`src/rtl/arb_out_buffer.sv`:
```
// Registered 32-bit first-word-fall-through buffer with occupancy, near-full and read-error reporting.
// Optional drop/peak statistics are built only when ARB_OUT_BUFFER_STATS_EN is defined.
module arb_out_buffer #(
   parameter int ADDR_WIDTH          = 4,
   parameter int NEAR_FULL_THRESHOLD = 12
) (
   input  logic                  BUS_CLK,
   input  logic                  BUS_RST,
   input  logic                  FLUSH,
   input  logic                  IN_WRITE,
   input  logic [31:0]           IN_DATA,
   output logic                  IN_READY,
   input  logic                  FIFO_READ,
   output logic                  FIFO_EMPTY,
   output logic [31:0]           FIFO_DATA,
   output logic                  FIFO_NEAR_FULL,
   output logic [ADDR_WIDTH:0]   OCCUPANCY,
   output logic                  READ_ERROR,
   output logic [15:0]           DROP_CNT,
   output logic [ADDR_WIDTH:0]   MAX_OCCUPANCY
);

   localparam int DEPTH = 1 << ADDR_WIDTH;
   localparam logic [ADDR_WIDTH:0] DEPTH_C = (ADDR_WIDTH+1)'(DEPTH);
   localparam logic [ADDR_WIDTH:0] NF_TH   = (ADDR_WIDTH+1)'(NEAR_FULL_THRESHOLD);

   logic [31:0]           mem [DEPTH];
   logic [ADDR_WIDTH-1:0] wp_q, wp_d, rp_q, rp_d;
   logic [ADDR_WIDTH:0]   cnt_q, cnt_d;
   logic                  empty_q, nfull_q, rerr_q, rerr_d;
   logic                  wr_acc, rd_ok;

   assign IN_READY = (cnt_q != DEPTH_C);
   assign wr_acc   = IN_WRITE & IN_READY & ~FLUSH;
   assign rd_ok    = FIFO_READ & ~empty_q & ~FLUSH;

   always_comb begin
      wp_d   = wp_q;
      rp_d   = rp_q;
      cnt_d  = cnt_q;
      rerr_d = rerr_q;
      if (FLUSH) begin
         wp_d  = '0;
         rp_d  = '0;
         cnt_d = '0;
      end else begin
         if (wr_acc) wp_d = wp_q + 1'b1;
         if (rd_ok)  rp_d = rp_q + 1'b1;
         case ({wr_acc, rd_ok})
            2'b10:   cnt_d = cnt_q + 1'b1;
            2'b01:   cnt_d = cnt_q - 1'b1;
            default: cnt_d = cnt_q;
         endcase
         if (FIFO_READ && empty_q) rerr_d = 1'b1;
      end
   end

   always_ff @(posedge BUS_CLK) begin
      if (BUS_RST) begin
         wp_q    <= '0;
         rp_q    <= '0;
         cnt_q   <= '0;
         empty_q <= 1'b1;
         nfull_q <= 1'b0;
         rerr_q  <= 1'b0;
      end else begin
         wp_q    <= wp_d;
         rp_q    <= rp_d;
         cnt_q   <= cnt_d;
         empty_q <= (cnt_d == '0);
         nfull_q <= (cnt_d >= NF_TH);
         rerr_q  <= rerr_d;
      end
   end

   // Storage holds data only; contents after reset are don't-care because the head is masked while empty.
   always_ff @(posedge BUS_CLK) begin
      if (wr_acc) mem[wp_q] <= IN_DATA;
   end

   assign FIFO_DATA      = empty_q ? 32'd0 : mem[rp_q];
   assign FIFO_EMPTY     = empty_q;
   assign FIFO_NEAR_FULL = nfull_q;
   assign OCCUPANCY      = cnt_q;
   assign READ_ERROR     = rerr_q;

`ifdef ARB_OUT_BUFFER_STATS_EN
   logic [15:0]         drop_q;
   logic [ADDR_WIDTH:0] max_q;

   always_ff @(posedge BUS_CLK) begin
      if (BUS_RST) begin
         drop_q <= '0;
         max_q  <= '0;
      end else begin
         if (IN_WRITE && !IN_READY && !FLUSH && drop_q != 16'hFFFF) drop_q <= drop_q + 16'd1;
         if (cnt_q > max_q) max_q <= cnt_q;
      end
   end

   assign DROP_CNT      = drop_q;
   assign MAX_OCCUPANCY = max_q;
`else
   assign DROP_CNT      = '0;
   assign MAX_OCCUPANCY = '0;
`endif

endmodule

```
`config.mk`:
```
export PLATFORM = sky130hd
export DESIGN_NAME = arb_out_buffer
export DESIGN_NICKNAME = d
export VERILOG_FILES = /design/src/rtl/arb_out_buffer.sv
export SDC_FILE = /design/constraint.sdc
export NUM_CORES = 1
export LEC_CHECK = 0
export CAP_MARGIN = 10
export CELL_PAD_IN_SITES_DETAIL_PLACEMENT = 1
export CELL_PAD_IN_SITES_GLOBAL_PLACEMENT = 1
export CORE_UTILIZATION = 35
export DETAILED_ROUTE_END_ITERATION = 8
export PLACE_DENSITY = 0.63
export SETUP_SLACK_MARGIN = 0.05
export SYNTH_ARGS = -nofsm -noshare
export SYNTH_HDL_FRONTEND = slang
export SYNTH_SLANG_ARGS = --single-unit
```
`constraint.sdc`:
```
create_clock -name BUS_CLK -period 5.6 [get_ports BUS_CLK]
set_input_delay 1.12 -clock BUS_CLK [delete_from_list [all_inputs] [get_ports BUS_CLK]]
set_output_delay 1.12 -clock BUS_CLK [all_outputs]
set_load 0.05 [all_outputs]
```
==> impl_metrics.json, run 1 <==
{
  "critPathKind": "flop to output pin",
  "post-cts-setup-buffers": 0,
  "ys_seq_area_share_pct": 76.7,
  "crit_path_end_kind": "output pin",
  "hold_class": "flop to flop",
  "tightest_slew_ps": 1060,
  "maxCapViolations": 0,
  "yosysTopAreaCellShare_pct": 74.8,
  "synthArstFlopShare_pct": 0,
  "ctsResizeCount": 0,
  "n_antenna_cell": 0,
  "drive_gt1_share_pct": 27.0,
  "drt-initial-drc-count": 868,
  "cts_htree_levels": 2,
  "grt_pass1_vias": 10200,
  "outcome": "finished, final reports clean",
  "fin_crit_ps": 4760,
  "timing.rr.start": "OCCUPANCY[1]$_SDFF_PP0_",
  "cp-start-kind": "flop",
  "routed_wire_length_per_instance_um": 25.6,
  "grt_pass1_wl_mm": 69.0,
  "syn2layout_area_growth_pct": 17.1,
  "yosys_most_used_dff": "edfxtp_1",
  "ir_drop_uv": 216,
  "hold_buffers": 0,
  "row_count": 88,
  "root_buffer": "clkbuf_16",
  "die_h_um": 244,
  "drt_pre_antenna_iters": 5,
  "synth_top_area_cell": "edfxtp_1",
  "reg2reg_slack_ps": 2080,
  "dp_hpwl_mm": 24.2,
  "arrival_ps": 3640,
  "post-route-period-util_pct": 85.0,
  "yosysWarnings": 0,
  "cts_tree": "built",
  "port_buffers": 77,
  "p_leak_nw": 7.22,
  "min_path_cells": 2,
  "fillCellCount": 5440,
  "dp_cells": 1719,
  "drv_slew": 0,
  "die_area_mm2": 0.0597,
  "final_nets": 1053,
  "crit_end": "FIFO_DATA[22]",
  "required_ps": 4480,
  "rsz0062_at_grt": "false",
  "grt_start_max_net_pins": 129,
  "grt-ovfl-total": 0,
  "yosys-top-cells-area": "edfxtp_1, mux4_2, dfxtp_1",
  "clock_latency_ps": 600,
  "floorplan.io_pins": 99,
  "drtAntennaViolNets": 0,
  "fmax_mhz": 210,
  "layoutNonFillerInstCount": 1814,
  "netlist_instances": 893,
  "avgViaCountPerCell": 5.12,
  "synth_edf_count": 512,
  "worstPathMaxFanout": 26,
  "synth_area_mm2": 0.0206,
  "clock_path_buffers": 3,
  "cts_sinks": 532,
  "num_vias": 9293,
  "worst_hold_slack_ps": 477,
  "crit_slowest_cell": "clkdlybuf4s50_1",
  "synth_area_per_cell_um2": 23.0,
  "finalSetupViolCount": 0,
  "slew_headroom_pct": 29.2,
  "max_stage_delay_ps": 780,
  "clkTransAtPathRegs_ps": 60,
  "drt-total-wl_mm": 46.4,
  "start_util_pct": 35.5,
  "powerDensity_mw_per_mm2": 329,
  "cts_buffers": 52,
  "chipWidth_um": 244,
  "synth.distinct_cells": 33,
  "hold_viol": 0,
  "core_mm2": 0.0579,
  "finClkSkew_ps": 17.5,
  "cp_common_cell": "mux4_2",
  "post-route-util_pct": 41.6,
  "tns_ps": 0,
  "antenna_found_initial": 1,
  "drc_errors": 0,
  "synth_seq_cells": 532,
  "worst_r2r_endpoint": "FIFO_EMPTY$_SDFF_PP1_",
  "globalplace.congestion": 0.696,
  "ff2ff_path_depth": 11,
  "grt_use_total_pct": 15.9,
  "cp_cell_sequence": "buf_12, mux4_2, mux4_2, nor2b_1, clkdlybuf4s50_1"
}
-- report_power, final --
part           switching, W  internal [W]  total, W  leakage [nW]
Clock               0.00147       0.00183   0.00330         0.788
Sequential        0.0000112       0.00438   0.00439          4.78
Combinational      0.000155     0.0000804  0.000235          1.66
-- sequential cells by signal, summed over array words and instances, names as in the netlist, named ones only --
name            cells
FIFO_EMPTY          1
FIFO_NEAR_FULL      1
OCCUPANCY           5
READ_ERROR          1
mem               512
rp_q                4
wp_q                4
-- cell type report --
| cell class | count | area (µm²) | share of cell area (%) |
|---|---|---|---|
| clock buffer | 61 | 1360 | 5.63 |
| clock inverter | 34 | 233 | 0.967 |
| inverter | 8 | 30.0 | 0.125 |
| multi-input combinational | 307 | 4580 | 19.0 |
| sequential | 532 | 15800 | 65.6 |
| tap | 765 | 957 | 3.98 |
| timing repair buffer | 107 | 1130 | 4.71 |
-- metal layers --
layer | GRT usage [%] | part of all wire [%] | vias to the layer above | wire length, µm
met5 | 0 | 0.019 | - | 9
met4 | 3.40 | 1.5 | 2 | 681
li1 | - | - | 3924 | -
met2 | 27.0 | 50 | 227 | 23200
met3 | 3.00 | 4.6 | 57 | 2120
met1 | 21.3 | 44 | 5083 | 20400
-- worst min-delay path by stage --
stage	end	start	slack (ps)
floorplan	wp_q[1]$_SDFFE_PP0P_	wp_q[1]$_SDFFE_PP0P_	480
global placement	READ_ERROR$_SDFFE_PP0P_	READ_ERROR$_SDFFE_PP0P_	460
detailed placement	READ_ERROR$_SDFFE_PP0P_	READ_ERROR$_SDFFE_PP0P_	470
CTS	READ_ERROR$_SDFFE_PP0P_	READ_ERROR$_SDFFE_PP0P_	480
global route	READ_ERROR$_SDFFE_PP0P_	READ_ERROR$_SDFFE_PP0P_	540
finish	READ_ERROR$_SDFFE_PP0P_	READ_ERROR$_SDFFE_PP0P_	480
-- placed cells by master (no fill, tap or decap), types with 4 or more instances in the layout --
| cell type | instances |
|---|---|
| edfxtp_1 | 512 |
| mux4_2 | 160 |
| clkdlybuf4s50_1 | 77 |
| clkbuf_16 | 53 |
| nor2b_1 | 34 |
| conb_1 | 21 |
| nor2_1 | 20 |
| buf_4 | 19 |
| clkinv_1 | 17 |
| dfxtp_1 | 15 |
| nor2_4 | 12 |
| clkinv_2 | 12 |
| buf_12 | 11 |
| xor2_1 | 9 |
| nand2_1 | 9 |
| inv_1 | 8 |
| ha_1 | 8 |
| clkbuf_1 | 8 |
| nor3_2 | 5 |
| xnor2_1 | 4 |
-- synthesized netlist by cell type, types with 2 or more instances --
cell type,count
a21oi_1,3
buf_1,2
buf_2,15
buf_4,24
clkbuf_1,25
dfxtp_1,20
edfxtp_1,512
ha_1,8
inv_1,8
mux2i_1,3
mux4_2,160
nand2_1,9
nand2b_1,3
nand3_1,2
nand4_1,2
nor2_1,32
nor2b_1,34
nor3_1,4
o21ai_0,2
xnor2_1,4
xor2_1,9
-- logic make-up after synthesis --
logic type | after synthesis | share of synthesized area [%]
buf+inv | 74 | 1.88
flops | 532 | 76.7
mux | 163 | 17.7
fa+ha+maj | 8 | 0.487
xor+xnor | 13 | 0.554
compound gates | 13 | 0.450
other cells | 1 | 0.0182
simple gates | 89 | 2.20
-- critical path: cells and delay by family (launching register included) --
kind / cells / cell delay, ps
buffers and inverters: 2 / 1060
flip-flops: 1 / 760
multiplexers: 2 / 980
AND/OR/NAND/NOR: 1 / 220
-- metrics by stage --
| step | setup slack [ps] | instance area (µm²) | total power, W |
|---|---|---|---|
| 6_report | 838 | 24100 | 0.00792 |
| 4_1_cts | 730 | 24100 | 0.00801 |
| 3_5_place_dp | 1090 | 22500 | 0.00471 |
| 5_1_grt | 649 | 24100 | 0.00816 |
| 3_3_place_gp | 1240 | 22500 | 0.00470 |
| 2_1_floorplan | 1040 | 20600 | 0.00461 |
Note: power is estimated with default switching activity, not from simulation.
==> run 2: changes to the inputs <==
--- a/config.mk
+++ b/config.mk
@@ -5,6 +5,7 @@
 export SDC_FILE = /design/constraint.sdc
 export NUM_CORES = 1
 export LEC_CHECK = 0
+export ABC_AREA = 0
 export CAP_MARGIN = 10
 export CELL_PAD_IN_SITES_DETAIL_PLACEMENT = 1
 export CELL_PAD_IN_SITES_GLOBAL_PLACEMENT = 1
==> results of run 2 <==
Final layout, timing and power as in run 1 (identical DEF).
==> run 3: changes to the inputs <==
--- a/config.mk
+++ b/config.mk
@@ -9,10 +9,10 @@
 export CAP_MARGIN = 10
 export CELL_PAD_IN_SITES_DETAIL_PLACEMENT = 1
 export CELL_PAD_IN_SITES_GLOBAL_PLACEMENT = 1
-export CORE_UTILIZATION = 35
+export CORE_UTILIZATION = 53
 export DETAILED_ROUTE_END_ITERATION = 8
-export PLACE_DENSITY = 0.63
-export SETUP_SLACK_MARGIN = 0.05
+export PLACE_DENSITY_LB_ADDON = 0.1
+export SETUP_SLACK_MARGIN = 0.3
 export SYNTH_ARGS = -nofsm -noshare
 export SYNTH_HDL_FRONTEND = slang
 export SYNTH_SLANG_ARGS = --single-unit
==> impl_metrics.json, run 3 (synthesized netlist as in run 1, its figures left out) <==
{
  "clock_latency_ps": 580,
  "required_ps": 4480,
  "chipWidth_um": 199,
  "timing.rr.start": "FIFO_EMPTY$_SDFF_PP1_",
  "die_area_mm2": 0.0396,
  "largest_reg_flops": 512,
  "worst_r2r_endpoint": "FIFO_EMPTY$_SDFF_PP1_",
  "cts_sinks": 532,
  "crit_path_end_kind": "output pin",
  "grt-ovfl-total": 0,
  "final_common_cell": "edfxtp_1",
  "min_path_cells": 2,
  "p_total_w": 0.00795,
  "cts_buffers": 54,
  "powerDensity_mw_per_mm2": 335,
  "tightest_slew_ps": 1120,
  "syn2layout_area_growth_pct": 15.6,
  "hold_class": "flop to flop",
  "critPathKind": "flop to output pin",
  "maxCapViolations": 0,
  "slew_headroom_pct": 25.5,
  "start_util_pct": 54.2,
  "dp_cells": 1459,
  "dpl_cell_area_mm2": 0.0221,
  "met2_usage_pct": 41.7,
  "fmax_mhz": 205,
  "globalplace.congestion": 0.766,
  "clock_path_buffers": 3,
  "hp-start": "READ_ERROR$_SDFFE_PP0P_",
  "row_count": 71,
  "post-cts-setup-buffers": 0,
  "gr-usage-met1_pct": 30.7,
  "post-route-period-util_pct": 87.0,
  "cp-start-kind": "flop",
  "reg2reg_slack_ps": 1960,
  "tns_ps": 0,
  "outcome": "finished, final reports clean",
  "finClkSkew_ps": 11.2,
  "dp_hpwl_mm": 23.9,
  "drt-initial-drc-count": 758,
  "cts_htree_levels": 2,
  "num_vias": 9266,
  "layoutNonFillerInstCount": 1555,
  "final_cell_mix": "edfxtp_1, mux4_2, clkdlybuf4s50_1",
  "clkTransAtPathRegs_ps": 60,
  "top_register": "mem",
  "ir_drop_uv": 279,
  "floorplan.io_pins": 99,
  "drc_errors": 0,
  "arrival_ps": 3750,
  "ff2ff_path_depth": 10,
  "routed_wire_length_per_instance_um": 28.8,
  "rsz0062_at_grt": "false",
  "port_buffers": 77,
  "grt_start_max_net_pins": 129,
  "finalSetupViolCount": 0,
  "grt_pass1_vias": 10100,
  "hold_buffers": 0,
  "hold_end": "READ_ERROR$_SDFFE_PP0P_",
  "grt_use_met3_pct": 4.73,
  "fin_crit_ps": 4870,
  "hold_viol": 0,
  "top_usage_layer": "met2",
  "drt_pre_antenna_iters": 4,
  "drv_slew": 0,
  "root_buffer": "clkbuf_16",
  "grt_pass1_wl_mm": 65.5,
  "worstPathMaxFanout": 36,
  "final_area_mm2": 0.0238,
  "core_mm2": 0.0379,
  "cts_tree": "built",
  "avgViaCountPerCell": 5.96,
  "antenna_found_initial": 1,
  "drt-total-wl_mm": 44.8,
  "drtAntennaViolNets": 0,
  "final_nets": 1049,
  "ctsResizeCount": 0,
  "n_antenna_cell": 0,
  "die_h_um": 199,
  "p_leak_nw": 7.21,
  "drive_gt1_share_pct": 26.8,
  "grt_use_total_pct": 23.7
}
==> run 3: per-stage QoR <==
step | utilization [%] | hold slack [ps] | setup WS [ps]
after floorplan | - | 482 | 1040
after global placement | 58.3 | 455 | 1300
after detailed placement | 58.3 | 509 | 1110
after CTS | 62.6 | 520 | 651
after global routing | 62.6 | 538 | 556
final | 62.6 | 510 | 729
==> run 3: where the power goes <==
group	leakage (nW)	switching [W]	internal [W]
Combinational	1.63	0.000152	0.0000790
Clock	0.809	0.00141	0.00192
Sequential	4.78	0.0000129	0.00438
Total	7.21	0.00158	0.00637
==> run 3: worst max path at each step <==
stage | start | endpoint | slack (ps) | depth (start not counted)
floorplan | IN_WRITE | mem[3][0]$_DFFE_PP_ | 1040 | 4
global placement | IN_WRITE | FIFO_EMPTY$_SDFF_PP1_ | 1300 | 12
detailed placement | IN_WRITE | FIFO_EMPTY$_SDFF_PP1_ | 1110 | 12
CTS | flop | FIFO_DATA[18] | 650 | 5
global route | flop | FIFO_DATA[22] | 560 | 5
finish | flop | FIFO_DATA[22] | 730 | 5
==> run 3: per-layer routing <==
metal  share of wire (%)  wire (µm)  vias up
met3                 5.9       2620       54
met1                  40      17800     5013
met5               0.027         12        -
met4                 1.5        690        2
li1                    -          -     3915
met2                  53      23600      282
==> run 3: cell type report <==
class / count / area (µm²)
Clock buffer: 63 / 1410
Inverter: 8 / 30.0
Fill cell: 3035 / 14200
Timing Repair Buffer: 101 / 1090
Tap cell: 511 / 639
Clock inverter: 33 / 228
Multi-Input combinational cell: 307 / 4580
Sequential cell: 532 / 15800
==> run 3: worst max-delay path, cell delays in order, from the launching register on <==
cell and delay, ps:
dfxtp_4 730, buf_12 360, mux4_2 550, mux4_2 480
nor2b_1 200, clkdlybuf4s50_1 780
